File: src/rtl/spi_slave_fsm.sv
// SPI slave transaction controller.
// Walks one frame (7-bit address + R/W bit, then 8 data bits) and drives the
// shift-register, address-latch, data-memory and MISO-buffer enables.
//
// state        | meaning
// -------------+--------------------------------------------------------
// IDLE         | chip select inactive, waiting for CS to fall
// RX_ADDR      | shifting in address + R/W bit, counting SCLK edges
// DECODE       | latch address, pick read or write path from rw_bit
// READ_LOAD    | parallel-load shift register from data memory
// READ_TX      | MISO driven, counting data edges out
// WRITE_RX     | counting data edges in
// WRITE_COMMIT | write shifted byte into data memory
// DONE         | frame complete, waiting for CS to rise
//
// CS rising in any non-IDLE state returns to IDLE on the next cycle and
// overrides any other transition, including a coincident SCLK edge.
module spi_slave_fsm #(
  parameter int framebits    = 8,
  parameter int counterwidth = 3   // 2**counterwidth must cover framebits
) (
  input  logic       clk,
  input  logic       reset,
  input  logic       cs_conditioned,
  input  logic       sclk_posedge,
  input  logic       rw_bit,
  output logic       sr_we,
  output logic       addr_we,
  output logic       dm_we,
  output logic       miso_buff,
  output logic       busy,
  output logic       done,
  output logic [2:0] state
);

  localparam logic [2:0] S_IDLE         = 3'd0;
  localparam logic [2:0] S_RX_ADDR      = 3'd1;
  localparam logic [2:0] S_DECODE       = 3'd2;
  localparam logic [2:0] S_READ_LOAD    = 3'd3;
  localparam logic [2:0] S_READ_TX      = 3'd4;
  localparam logic [2:0] S_WRITE_RX     = 3'd5;
  localparam logic [2:0] S_WRITE_COMMIT = 3'd6;
  localparam logic [2:0] S_DONE         = 3'd7;

  localparam logic [counterwidth-1:0] CNT_LAST = counterwidth'(framebits - 1);
  localparam logic [counterwidth-1:0] CNT_ONE  = counterwidth'(1);

  logic [2:0]              state_q, state_d;
  logic [counterwidth-1:0] cnt_q, cnt_d;
  logic                    sr_we_q, addr_we_q, dm_we_q, miso_buff_q, busy_q, done_q;
  logic                    abort;
  logic                    cnt_term;

  // CS release anywhere outside IDLE aborts the frame.
  always_comb begin
    abort    = cs_conditioned && (state_q != S_IDLE);
    cnt_term = (cnt_q == CNT_LAST);
  end

  // Next-state and bit-counter logic.
  always_comb begin
    state_d = state_q;
    cnt_d   = cnt_q;
    if (abort) begin
      state_d = S_IDLE;
      cnt_d   = '0;
    end else begin
      case (state_q)
        S_IDLE: begin
          // An SCLK edge coinciding with CS fall belongs to no frame yet.
          if (!cs_conditioned) begin
            state_d = S_RX_ADDR;
            cnt_d   = '0;
          end
        end
        S_RX_ADDR: begin
          if (sclk_posedge) begin
            if (cnt_term) begin
              state_d = S_DECODE;
              cnt_d   = '0;
            end else begin
              cnt_d = cnt_q + CNT_ONE;
            end
          end
        end
        S_DECODE: begin
          state_d = rw_bit ? S_READ_LOAD : S_WRITE_RX;
        end
        S_READ_LOAD: begin
          state_d = S_READ_TX;
        end
        S_READ_TX: begin
          if (sclk_posedge) begin
            if (cnt_term) begin
              state_d = S_DONE;
              cnt_d   = '0;
            end else begin
              cnt_d = cnt_q + CNT_ONE;
            end
          end
        end
        S_WRITE_RX: begin
          if (sclk_posedge) begin
            if (cnt_term) begin
              state_d = S_WRITE_COMMIT;
              cnt_d   = '0;
            end else begin
              cnt_d = cnt_q + CNT_ONE;
            end
          end
        end
        S_WRITE_COMMIT: begin
          state_d = S_DONE;
        end
        S_DONE: begin
          // Extra SCLK edges are ignored; only CS release (abort path) leaves.
          state_d = S_DONE;
        end
        default: begin
          state_d = S_IDLE;
          cnt_d   = '0;
        end
      endcase
    end
  end

  // State and counter registers.
  always_ff @(posedge clk or posedge reset) begin
    if (reset) begin
      state_q <= S_IDLE;
      cnt_q   <= '0;
    end else begin
      state_q <= state_d;
      cnt_q   <= cnt_d;
    end
  end

  // Enables are decoded from the next state so each one is a flop that is
  // high exactly while the FSM sits in the matching state.
  always_ff @(posedge clk or posedge reset) begin
    if (reset) begin
      sr_we_q     <= 1'b0;
      addr_we_q   <= 1'b0;
      dm_we_q     <= 1'b0;
      miso_buff_q <= 1'b0;
      busy_q      <= 1'b0;
      done_q      <= 1'b0;
    end else begin
      sr_we_q     <= (state_d == S_READ_LOAD);
      addr_we_q   <= (state_d == S_DECODE);
      dm_we_q     <= (state_d == S_WRITE_COMMIT);
      miso_buff_q <= (state_d == S_READ_TX);
      busy_q      <= (state_d != S_IDLE);
      done_q      <= (state_d == S_DONE) && (state_q != S_DONE);
    end
  end

  // Output mapping.
  always_comb begin
    sr_we     = sr_we_q;
    addr_we   = addr_we_q;
    dm_we     = dm_we_q;
    miso_buff = miso_buff_q;
    busy      = busy_q;
    done      = done_q;
    state     = state_q;
  end

endmodule

File: config.mk
export PLATFORM = sky130hd
export DESIGN_NAME = spi_slave_fsm
export DESIGN_NICKNAME = d
export VERILOG_FILES = /design/src/rtl/spi_slave_fsm.sv
export SDC_FILE = /design/constraint.sdc
export NUM_CORES = 1
export LEC_CHECK = 0
export BUFFER_PORTS_ARGS = -buffer_cell sky130_fd_sc_hd__buf_2
export CAP_MARGIN = 20
export CORE_AREA = 2 2 39 41
export CTS_CLUSTER_DIAMETER = 50
export CTS_CLUSTER_SIZE = 8
export DETAILED_ROUTE_END_ITERATION = 7
export DIE_AREA = 0 0 41 43
export PLACE_DENSITY = 0.71
export SLEW_MARGIN = 20
export SYNTH_ARGS = -nofsm -noshare
export SYNTH_HDL_FRONTEND = slang
export SYNTH_SLANG_ARGS = --single-unit
File: constraint.sdc
create_clock -name clk -period 4.4 [get_ports clk]
set_clock_uncertainty 0.2 [all_clocks]
set_input_delay 0.44 -clock clk [delete_from_list [all_inputs] [get_ports clk]]
set_output_delay 0.44 -clock clk [all_outputs]
set_load 0.1 [all_outputs]
### Word-level counts from Yosys, hierarchy flattened

Cells that the tools add are included.
W data, S select, Z words.

| storage, ports and cells | value |
|---|---|
| register bits | 12 |
| bits in latches | 0 |
| RAM bits | 0 |
| ROM bits | 0 |
| output and inout bits | 9 |
| word-level logic and storage cells | 49 |
| memories | 0 |

| cells by class | value |
|---|---|
| add/subtract/negate cells | 1 |
| multipliers | 0 |
| divide/modulo/power cells | 0 |
| magnitude comparators | 0 |
| eq/ne operators | 16 |
| shift-type cells | 0 |
| mux-type cells | 15 |
| bitwise logic cells | 0 |
| reductions and logical operators | 9 |

Operators with widths:

| cell | number |
|---|---|
| $mux W3 | 13 |
| $eq A3 B3 Y1 const B | 8 |
| $pmux W3 S7 | 1 |
| $eq A3 B2 Y1 const B | 4 |
| $reduce_bool A3 Y1 | 3 |
| $ne A3 B3 Y1 const B | 2 |
| $pmux W3 S2 | 1 |
| $add A3 B1 Y3 const B | 1 |
| $eq A3 B1 Y1 const B | 1 |
| $logic_not A3 Y1 | 1 |
| $ne A3 B1 Y1 const B | 1 |
| $reduce_and A3 Y1 | 1 |
| $reduce_or A3 Y1 | 1 |
| $logic_and A1 B1 Y1 | 2 |
| $reduce_or A2 Y1 | 1 |

### Depth between registers and ports, before layout

Gate-level depths: netlist of run 1.

| logic depth | value |
|---|---|
| depth after elaboration | 7 |
| depth in mapped cells | 5 |
| gate-level depth less buffers | 5 |

### Worst setup path after synthesis of run 1

Ideal clock, no wire load.

| path | value |
|---|---|
| kind | reg-to-reg |
| from | register state_q[1] (netlist: state[1]) |
| to | register cnt_q[0] |
| setup time | 126 ps |
| arrival time | 1,696 ps |
| data required time | 4,074 ps |
| slack | 2,378 ps |
| stages on the path, launching flop included | 4 |
| path through | dfrtp_1 > buf_2 > nor3_1 > a221o_2 |

| between the ends | value |
|---|---|
| cells in the longest elaborated chain, start to end | 4 |
| elaborated cells on any way between the ends | 13 |
| classes of those cells | eq/ne: 5; mux: 2; reduce/logical: 6 |

RTL lines:

| what | line | RTL |
|---|---|---|
| start, declared | 48 | `logic [2:0] state_q, state_d;` |
| start signal, assigned | 133 | `state_q <= state_d;` |
| $eq A3 B3 Y1 (tied with other cells) | 68 | `case (state_q)` |
| $reduce_or A3 Y1 (no source line) or $logic_and A1 B1 Y1 (tied branches) | n/a |  |
| $ne A3 B1 Y1 (no source line) (tied with other cells) | n/a |  |
| $reduce_and A3 Y1 (no source line) or $mux W3 (tied branches) | n/a |  |
| end signal, assigned | 134 | `cnt_q <= cnt_d;` |
| end, declared | 49 | `logic [counterwidth-1:0] cnt_q, cnt_d;` |

Parallel ways exist; a longest one is shown, timed or not.
A chain may end at the register's enable or synchronous reset.

### Final worst setup path of run 1

| path | value |
|---|---|
| from | register state_q[1] (netlist: state[1]) |
| to | output port state[1] |

RTL lines:

| what | line | RTL |
|---|---|---|
| end, declared | 33 | `output logic [2:0] state` |

No word-level cell between the ends.

==> run summary, run 1 <==
Most frequent cells in the layout: buf_2, dfrtp_1, a21oi_1, nor3b_1
Initial drt markers: 1
Worst skew pair latency: 0.26 ns
EDFF count, synth: 0
Pwr/cell area: 293.7 nW/um^2
Post-Synth Adder-Cell Area: 4.320%
Post-cts repair resize count: 0
Largest net degree at the start of global routing: 16
Area contributors post-synth: dfrtp_1, nor3b_1, ha_1
VDD IR max: 0.1040 mV
Post-synth ARST share: 100.0%
Clock Tree Buf Depth: 2
Critical path launch point type: register
H-tree depth: 1
XOR/XNOR share of the synthesized area: 0%
Final period utilization: 45.51%
Ports: 14
Crit Path Max Fanout: 15
GRT Resource Usage Total: 13.92%
Hold/Removal Path Class: in2reg
Die area: 1763 um^2
Nets: 76
Gpl congestion: 0.7741
TritonRoute pass-1 iters: 4
CTS Hold Buffers Added: 1
Post-Synth Simple-Gate Area: 23.33%
Vias in the first global route: 404
Unrepaired setup endpoints after global routing: false
Reg clk slew, reported paths: 0.07 ns
Reg2reg path depth: 5
Mapped Nets: 59
Die X-Extent: 41 um
Most common cell after layout, fill and taps aside: buf_2
Flops & latches, synth: 12
Mux cell area share after synthesis: 1.728%
Crit path max-delay family: flip-flops
# setup viols final: 0
Root Driver: clkbuf_4
Max-slew violations: 0
Yosys top cell area share: 51.84%
Area leader, netlist: dfrtp_1
Arr. time, crit path: 1.36 ns
TNS Setup: 0 ns
Rel. slew slack: 67.74%
Crit path time final: 2.003 ns
Worst-Margin Slew: 0.4872 ns
Final core occ: 49.46%
DR WL/cell: 12.58 um
Outcome: complete, no violations
Core area: 1384 um^2
Mapped Cells: 52
Worst EP required: 3.76 ns
# diodes: 0
Die height: 43 um
Sink Count: 12
Mapped Area: 579.3 um^2
Vias: 433
HPWL after DPL: 746.9 um
Crit path kind: reg2out
Slowest CP cell: dfrtp_1
CP Buf/Inv Count: 1
IO Port Bufs: 13
F_max: 499.3 MHz
Via density: 5.217
PnR worst setup slack: 2.397 ns
Worst slack at placement: 2.692 ns
Netlist cell types: 26
Initial Util: 41.86%
Global-route wire length before repair: 1.642 mm
Cell depth of the worst min-delay path: 2
Syn Area/Cell: 11.14 um^2
Post-synthesis compound-gate area fraction: 14.69%
Post-DRT Antenna Nets: 0
Std cell rows: 14
Initial antenna violation count: 0
Pleak: 0.3576 nW
Final WL: 1.044 mm
Largest family of logic cells by synthesized area: simple AND/OR/NAND/NOR gates
Final hold slack: 0.2597 ns
Global route overflow: 0
Post-synth top flop: dfrtp_1
Sequential area share after synthesis: 51.84%
Share of layout cells above drive strength 1: 26.87%
MaxCap Viol Count: 0
Area growth syn-to-layout: 18.14%
Worst-path cell chain: buf_2
Postcts setup bufs: 0
Largest stage delay, worst path: 0.59 ns
Cell count along the critical path: 1
CTS buffer count: 3
Hold Vio Cnt, Final: 0
Crit end category: output port
# DRC: 0
Ys Warns: 0
CTS tree: built
==> metrics by stage <==
step	std cells	area, um^2	total power [W]
2_1_floorplan	52	579.3	0.0001329
3_3_place_gp	79	651.9	0.0001376
3_5_place_dp	79	651.9	0.0001379
4_1_cts	83	684.4	0.0002041
5_1_grt	83	684.4	0.0002105
6_report	83	684.4	0.0002010
==> cell type report <==
| type | count | area [um^2] |
|---|---|---|
| fillers | 128 | 699.4 |
| flip-flops and latches | 12 | 300.3 |
| multi-input cells | 35 | 255.2 |
| repair buffers | 14 | 75.07 |
| clock buffers | 3 | 22.52 |
| well taps | 16 | 20.02 |
| inverters | 3 | 11.26 |
==> sequential cells by signal, indices dropped and copies added (netlist names) <==
name,count
dm_we,1
addr_we,1
done,1
busy,1
state,3
miso_buff,1
cnt_q,3
sr_we,1
==> where the power goes <==
group          leakage, nW  total [W]  switching (W)  internal [W]
Sequential           0.162   0.000114     0.00000202      0.000112
Combinational        0.182  0.0000220      0.0000151    0.00000691
Clock               0.0138  0.0000648      0.0000331     0.0000316
==> cells by family after synthesis <==
family | after synthesis
adder cells (fa/ha/maj) | 2
AO/OA/AOI/OAI | 11
flip-flops | 12
AND/OR/NAND/NOR | 21
buffers and inverters | 5
multiplexers | 1
==> synth_stat cells (2+ instances only) <==
| master | n |
|---|---|
| dfrtp_1 | 12 |
| a21oi_1 | 4 |
| nor3b_1 | 4 |
| inv_1 | 3 |
| nor4_1 | 3 |
| a221o_2 | 2 |
| ha_1 | 2 |
| nand2_1 | 2 |
| nand2b_1 | 2 |
| nor2_1 | 2 |
==> routing by layer <==
metal / track usage [%] / vias up / wire length, um
met3: 1.571 / 2 / 30
met4: 10.00 / 0 / 13
met5: 0 / - / 0
met1: 16.39 / 201 / 495
met2: 21.88 / 8 / 504
li1: - / 222 / -
==> final timing paths <==
kind / start / endpoint / slack, ns
max in group asynchronous: reset / miso_buff$_DFF_PP0_ / 3.18
worst min-delay path: cs_conditioned / state[2]$_DFF_PP0_ / 0.26
worst min register to register: cnt_q[1]$_DFFE_PP0P_ / cnt_q[1]$_DFFE_PP0P_ / 0.35
min in group asynchronous: reset / cnt_q[0]$_DFFE_PP0P_ / 0.51
worst max-delay path: state[1]$_DFF_PP0_ / state[1] / 2.40
worst max register to register: cnt_q[0]$_DFFE_PP0P_ / state[0]$_DFF_PP0_ / 2.78
Note: power is estimated with default switching activity, not from simulation.
==> inputs of run 2 (changes only) <==
--- a/config.mk
+++ b/config.mk
@@ -5,14 +5,15 @@
 export SDC_FILE = /design/constraint.sdc
 export NUM_CORES = 1
 export LEC_CHECK = 0
+export ABC_AREA = 1
 export BUFFER_PORTS_ARGS = -buffer_cell sky130_fd_sc_hd__buf_2
 export CAP_MARGIN = 20
-export CORE_AREA = 2 2 39 41
+export CORE_MARGIN = 2
+export CORE_UTILIZATION = 44
 export CTS_CLUSTER_DIAMETER = 50
 export CTS_CLUSTER_SIZE = 8
 export DETAILED_ROUTE_END_ITERATION = 7
-export DIE_AREA = 0 0 41 43
-export PLACE_DENSITY = 0.71
+export PLACE_DENSITY = 0.74
 export SLEW_MARGIN = 20
 export SYNTH_ARGS = -nofsm -noshare
 export SYNTH_HDL_FRONTEND = slang
==> constraint.sdc (replaced) <==
create_clock -name clk -period 1.65 [get_ports clk]
set_clock_uncertainty 0.2 [all_clocks]
set_input_delay 0.165 -clock clk [delete_from_list [all_inputs] [get_ports clk]]
set_output_delay 0.165 -clock clk [all_outputs]
set_load 0.1 [all_outputs]
==> run 2 against run 1 <==
Net effect:
- clock-buffer cell count increased by 1
- via count increased by 26%
- combinational power increased to 4.6 times the previous value
- sequential share of layout area decreased by 4.1 points
- critical endpoint is now addr_we$_DFF_PP0_
- synthesized cell count increased by 33%
==> run summary, run 2 <==
Final WL: 1.262 mm (was 1.044 mm)
Netlist cell types: 15 (was 26)
Post-DRT Antenna Nets: 0 (unchanged)
Seq pwr share: 48.6% (was 56.8%)
Rel. slew slack: 67.84% (was 67.74%)
Global-route wire length before repair: 1.697 mm (was 1.642 mm)
Critical path launch point type: register (unchanged)
Final std cells w/o fill: 104 (was 83)
Crit path time final: 1.566 ns
Flops & latches, synth: 12 (unchanged)
Worst EP required: 1.65 ns (was 3.76 ns)
CTS tree: built (unchanged)
Fin area: 764.5 um^2 (was 684.4 um^2)
Crit Path Max Fanout: 4 (was 15)
Reg clk slew, reported paths: 0.07 ns (about the same)
GRT Resource Usage Total: 16.80% (was 13.92%)
Root Driver: clkbuf_4 (unchanged)
Post-synth top flop: dfrtp_1 (unchanged)
CTS buffer count: 3 (unchanged)
Final period utilization: 94.88%
Clock power frac: 35.5% (was 32.2%)
Ys Warns: 0 (unchanged)
Ports: 14 (unchanged)
Via density: 5.240 (was 5.217)
Placed instance count: 97 (was 79)
Nets: 97 (was 76)
Most frequent cells in the layout: buf_2, nand2_1, nand3_1 (was buf_2, dfrtp_1, a21oi_1, nor3b_1)
Hold Vio Cnt, Final: 0 (unchanged)
Core area: 1269 um^2 (was 1384 um^2)
MaxCap Viol Count: 0 (unchanged)
Crit path kind: reg2reg (was reg2out)
Initial drt markers: 27 (was 1)
Pwr/cell area: 836.8 nW/um^2 (was 293.7 nW/um^2)
Gpl congestion: 0.7977 (was 0.7741)
# fillers: 108 (was 128)
Most common cell after layout, fill and taps aside: buf_2 (unchanged)
# DRC: 0 (unchanged)
Mapped Cells: 69 (was 52)
Initial antenna violation count: 0 (unchanged)
Flop2flop setup slack: 0.08 ns (was 2.78 ns)
Worst-path cell chain: ha_2 -> ha_4 -> nand2_1 -> nand2_1 -> nand3_2 -> nand2_2 -> nand3_1 -> nor2_2 (was buf_2)
Worst skew pair latency: 0.27 ns (was 0.26 ns)
Largest net degree at the start of global routing: 13 (was 16)
Sink Count: 12 (unchanged)
Die height: 40.33 um (was 43 um)
HPWL after DPL: 897.8 um (was 746.9 um)
Yosys top cell area share: 51.72% (was 51.84%)
TNS Setup: 0 ns (unchanged)
Std cell rows: 13 (was 14)
Net Sw Power: 0.0001738 W (was 0.00005029 W)
Share of layout cells above drive strength 1: 42.70% (was 26.87%)
Outcome: complete, no violations (unchanged)
VDD IR max: 0.5225 mV (was 0.1040 mV)
IO Port Bufs: 13 (unchanged)
CP Buf/Inv Count: 0 (was 1)
Pleak: 0.4392 nW (was 0.3576 nW)
Largest stage delay, worst path: 0.37 ns (was 0.59 ns)
# setup viols final: 0 (unchanged)
Post-synth ARST share: 100.0% (unchanged)
H-tree depth: 1 (unchanged)
Mapped Area: 580.6 um^2 (was 579.3 um^2)
TritonRoute pass-1 iters: 4 (unchanged)
Area after DPL: 668.1 um^2 (was 651.9 um^2)
Crit path max-delay family: simple AND/OR/NAND/NOR gates (was flip-flops)
# diodes: 0 (unchanged)
Pint: 0.0004659 W (was 0.0001507 W)
Slowest CP cell: dfrtp_1 (unchanged)
DR WL/cell: 12.13 um (was 12.58 um)
Crit end category: register (was output port)
Worst-Margin Slew: 0.4857 ns (was 0.4872 ns)
Die area: 1626 um^2 (was 1763 um^2)
Hold/Removal Path Class: in2reg (unchanged)
Area leader, netlist: dfrtp_1 (unchanged)
F_max: 638.7 MHz
Mapped Nets: 76 (was 59)
Cell repeated most along the worst path: nand2_1
EDFF count, synth: 0 (unchanged)
Comb pwr share: 15.9% (was 11.0%)
Global route overflow: 0 (unchanged)
Most frequent cells after synthesis: nand2_1, dfrtp_1, nand3_1 (was dfrtp_1, a21oi_1, nor3b_1)
Most common cell in the netlist: nand2_1 (was dfrtp_1)
Vias in the first global route: 427 (was 404)
Max-slew violations: 0 (unchanged)
Die X-Extent: 40.33 um (was 41 um)
Sequential area share after synthesis: 51.72% (was 51.84%)
Area growth syn-to-layout: 31.68% (was 18.14%)
Area contributors post-synth: dfrtp_1, nand3_1, nand2_1 (was dfrtp_1, nor3b_1, ha_1)
Switching part of the total: 27.17% (was 25.02%)
Syn Area/Cell: 8.414 um^2 (was 11.14 um^2)
Vias: 545 (was 433)
Clock Tree Buf Depth: 2 (unchanged)
Initial Util: 45.76% (was 41.86%)
Arr. time, crit path: 1.57 ns (was 1.36 ns)
[run 2: changes by cell type in the layout (fill, tap and decap cells not counted), moves of 4 or more]
cell     previous run  this run
a21oi_1             4         0
nor2_1              2         7
nand2_2             0         6
nor3b_1             4         0
nand3_1             1        10
inv_1               3         7
nand2_1             2        12
[run 2: through the flow]
stage	setup WS, ns	hold WS [ns]	utilization (%)	total power, W
floorplan	0.1160	-0.1705	-	0.0003829
global placement	0.06428	-0.01914	52.66	0.0004017
detailed placement	0.05346	-0.01379	52.66	0.0004050
CTS	0.03177	0.007489	57.10	0.0006345
global route	-0.007236	0.03389	60.26	0.0006662
finish	0.08442	0.05209	60.26	0.0006397
[run 2: metal layers]
metal / share of wire [%] / up-vias / wire (um) / track usage, %
li1: - / 264 / - / -
met1: 43 / 254 / 539 / 21.00
met3: 4.5 / 2 / 57 / 3.333
met4: 1.3 / 0 / 17 / 10.00
met2: 51 / 25 / 648 / 26.59
met5: 0 / - / 0 / 0
[run 2: layout make-up]
cell class | count | area [um^2] | share of cell area, %
sequential | 12 | 304.0 | 39.77
multi-input combinational | 46 | 269.0 | 35.19
timing repair buffer | 16 | 92.59 | 12.11
inverter | 11 | 43.79 | 5.728
clock buffer | 4 | 36.28 | 4.746
tap | 15 | 18.77 | 2.455
[run 2: kinds of logic after synthesis]
| kind of cell | count (synthesis) | share of synthesized area, % |
|---|---|---|
| simple gates | 42 | 34.27 |
| compound gates | 2 | 2.155 |
| buf+inv | 11 | 7.544 |
| flops | 12 | 51.72 |
| fa+ha+maj | 2 | 4.310 |
[run 2: worst paths after layout]
| check | cells past startpoint | end | startpoint |
|---|---|---|---|
| min in group asynchronous | 3 | busy$_DFF_PP0_ | reset |
| worst max-delay path | 8 | addr_we$_DFF_PP0_ | cnt_q[0]$_DFFE_PP0P_ |
| worst min-delay path | 3 | cnt_q[0]$_DFFE_PP0P_ | sclk_posedge |
| worst max register to register | 8 | addr_we$_DFF_PP0_ | cnt_q[0]$_DFFE_PP0P_ |
| max in group asynchronous | 3 | state[2]$_DFF_PP0_ | reset |
| worst min register to register | 2 | cnt_q[1]$_DFFE_PP0P_ | cnt_q[1]$_DFFE_PP0P_ |
[run 2: timing repair]
| action | CTS | global route |
|---|---|---|
| hold buffers | 2 | 0 |
| setup buffers | 0 | 1 |
| hold endpoints to repair | 13 | 0 |
| gates resized for setup | 0 | 8 |
| setup endpoints to repair | 0 | 6 |
[run 2: tightest hold or removal path, cell delays in order]
cell and delay, ns:
buf_2 0.13, nand3_1 0.11, o31ai_1 0.08
[run 2: power groups by stage]
stage / combinational [W] / clock (W) / sequential (W)
finish: 0.000102 / 0.000227 / 0.000311
global route: 0.000109 / 0.000246 / 0.000312
CTS: 0.0000920 / 0.000231 / 0.000311
detailed placement: 0.0000882 / 0 / 0.000317
global placement: 0.0000854 / 0 / 0.000316
floorplan: 0.0000398 / 0 / 0.000343
==> inputs of run 3 (changes only) <==
==> constraint.sdc (replaced) <==
create_clock -name clk -period 1.65 [get_ports clk]
set_clock_uncertainty 0.2 [all_clocks]
set_input_delay 0.165 -clock clk [delete_from_list [all_inputs] [get_ports clk]]
set_output_delay 0.165 -clock clk [all_outputs]
set_load 0.05 [all_outputs]
==> run 3 against run 2 <==
Net effect:
- via count shrank 7.5%
- largest power group unchanged
- global-route usage shrank 1.1 points
- register-to-register slack better by 0.03 ns
- critical endpoint is now miso_buff$_DFF_PP0_
- design area fell by 3.3%
- worst hold slack lost 0.016 ns
- sequential power hardly changed
- cell count stayed put
- utilization fell by 2.0 points
==> run summary, run 3 (synthesis gave the netlist of run 2 again) <==
Via density: 4.846 (was 5.240)
Final period utilization: 93.28% (was 94.88%)
# fillers: 116 (was 108)
Crit Path Max Fanout: 4 (unchanged)
Pwr/cell area: 766.8 nW/um^2 (was 836.8 nW/um^2)
Largest net degree at the start of global routing: 13 (unchanged)
HPWL after DPL: 841.4 um (was 897.8 um)
Worst skew pair latency: 0.26 ns (was 0.27 ns)
Seq pwr share: 54.7% (was 48.6%)
Clock power frac: 30.1% (was 35.5%)
Pint: 0.0004170 W (was 0.0004659 W)
Global route overflow: 0 (unchanged)
Arr. time, crit path: 1.50 ns (was 1.57 ns)
Rel. slew slack: 69.19% (was 67.84%)
Vias: 504 (was 545)
Area growth syn-to-layout: 27.37% (was 31.68%)
Reg clk slew, reported paths: 0.07 ns (about the same)
Hold/Removal Path Class: in2reg (unchanged)
CTS buffer count: 3 (unchanged)
Critical path launch point type: register (unchanged)
Gpl congestion: 0.8034 (was 0.7977)
Crit path time final: 1.539 ns (was 1.566 ns)
Final WL: 1.180 mm (was 1.262 mm)
Die area: 1626 um^2 (unchanged)
Worst EP required: 1.61 ns (was 1.65 ns)
Clock Tree Buf Depth: 2 (unchanged)
Min-Delay Startpoint: sclk_posedge (unchanged)
Pleak: 0.4409 nW (was 0.4392 nW)
Worst setup path startpoint: cnt_q[1]$_DFFE_PP0P_ (was cnt_q[0]$_DFFE_PP0P_)
Comb pwr share: 15.2% (was 15.9%)
Initial Util: 45.76% (unchanged)
Final hold slack: 0.03570 ns (was 0.05209 ns)
MaxCap Viol Count: 0 (unchanged)
Max-slew violations: 0 (unchanged)
Most frequent cells in the layout: nand2_1, buf_2, nand3_1, dfrtp_1, nor2_1 (was buf_2, nand2_1, nand3_1)
H-tree depth: 1 (unchanged)
F_max: 649.7 MHz (was 638.7 MHz)
Global-route wire length before repair: 1.635 mm (was 1.697 mm)
Nets: 98 (was 97)
Net Sw Power: 0.0001500 W (was 0.0001738 W)
Die X-Extent: 40.33 um (unchanged)
VDD IR max: 0.4288 mV (was 0.5225 mV)
Critical R2R Launch: cnt_q[1]$_DFFE_PP0P_ (was cnt_q[0]$_DFFE_PP0P_)
Total power: 0.0005671 W (was 0.0006397 W)
IO Port Bufs: 13 (unchanged)
CTS tree: built (unchanged)
Core area: 1269 um^2 (unchanged)
Root Driver: clkbuf_4 (unchanged)
# diodes: 0 (unchanged)
Initial antenna violation count: 0 (unchanged)
Share of layout cells above drive strength 1: 34.83% (was 42.70%)
Vias in the first global route: 377 (was 427)
Switching part of the total: 26.45% (was 27.17%)
Sink Count: 12 (unchanged)
Std cell rows: 13 (unchanged)
Outcome: complete, no violations (unchanged)
Post-DRT Antenna Nets: 0 (unchanged)
Die height: 40.33 um (unchanged)
Hold Vio Cnt, Final: 0 (unchanged)
Crit end category: register (unchanged)
GRT Resource Usage Total: 15.68% (was 16.80%)
# DRC: 0 (unchanged)
Crit path kind: reg2reg (unchanged)
Initial drt markers: 19 (was 27)
TritonRoute pass-1 iters: 4 (unchanged)
Worst-Margin Slew: 0.4616 ns (was 0.4857 ns)
Ports: 14 (unchanged)
DR WL/cell: 11.35 um (was 12.13 um)
# setup viols final: 0 (unchanged)
## run 3: final timing paths
path	end	slack (ns)	depth (start not counted)
min in group asynchronous	state[0]$_DFF_PP0_	0.25	3
max	miso_buff$_DFF_PP0_	0.11	8
max reg2reg	miso_buff$_DFF_PP0_	0.11	8
max in group asynchronous	state[2]$_DFF_PP0_	0.69	3
min	cnt_q[0]$_DFFE_PP0P_	0.04	3
min reg2reg	cnt_q[0]$_DFFE_PP0P_	0.36	2
## run 3: through the flow
stage / std cells / util [%] / cell area (um^2) / setup slack, ns / TNS (ns)
2_1_floorplan: 69 / - / 580.6 / 0.1342 / 0
3_3_place_gp: 97 / 52.37 / 664.4 / 0.05375 / 0
3_5_place_dp: 97 / 52.37 / 664.4 / 0.05174 / 0
6_report: 104 / 58.28 / 739.5 / 0.1109 / 0
4_1_cts: 102 / 55.72 / 706.9 / 0.04333 / 0
5_1_grt: 104 / 58.28 / 739.5 / -0.01836 / -0.03520
## run 3: repair_timing
item	in CTS	in global routing
hold buffers	2	0
gates resized for setup	0	4
endpoints found under the hold margin	13	0
buffers inserted	0	2
endpoints found under the setup margin	0	6
## run 3: final cells by class
| type | instances | area (um^2) | area share, % |
|---|---|---|---|
| clock buffer | 3 | 22.52 | 3.046 |
| inverter | 11 | 43.79 | 5.922 |
| multi-input combinational | 46 | 254.0 | 34.35 |
| sequential | 12 | 300.3 | 40.61 |
| tap | 15 | 18.77 | 2.538 |
| timing repair buffer | 17 | 100.1 | 13.54 |
## run 3: layer usage
metal / part of all wire (%) / vias to the layer above / track usage, %
met3: 4.5 / 2 / 3.333
met4: 1.8 / 0 / 5.000
met5: 0 / - / 0
met2: 47 / 22 / 21.43
li1: - / 259 / -
met1: 46 / 221 / 24.21
## run 3: power by group through the flow
stage               logic [W]  registers (W)  clock network (W)
finish              0.0000861       0.000310           0.000171
global route        0.0000939       0.000311           0.000194
CTS                 0.0000757       0.000311           0.000175
detailed placement  0.0000717       0.000316                  0
global placement    0.0000710       0.000316                  0
floorplan           0.0000399       0.000328                  0
## run 3: worst max-delay path, cell delays in order, from the launching register on
cell,delay [ns]
dfrtp_1,0.41
ha_2,0.20
ha_4,0.17
nand2_1,0.08
nand3_1,0.08
nand3_1,0.11
nand2_1,0.08
nand2_1,0.07
nor2_1,0.04
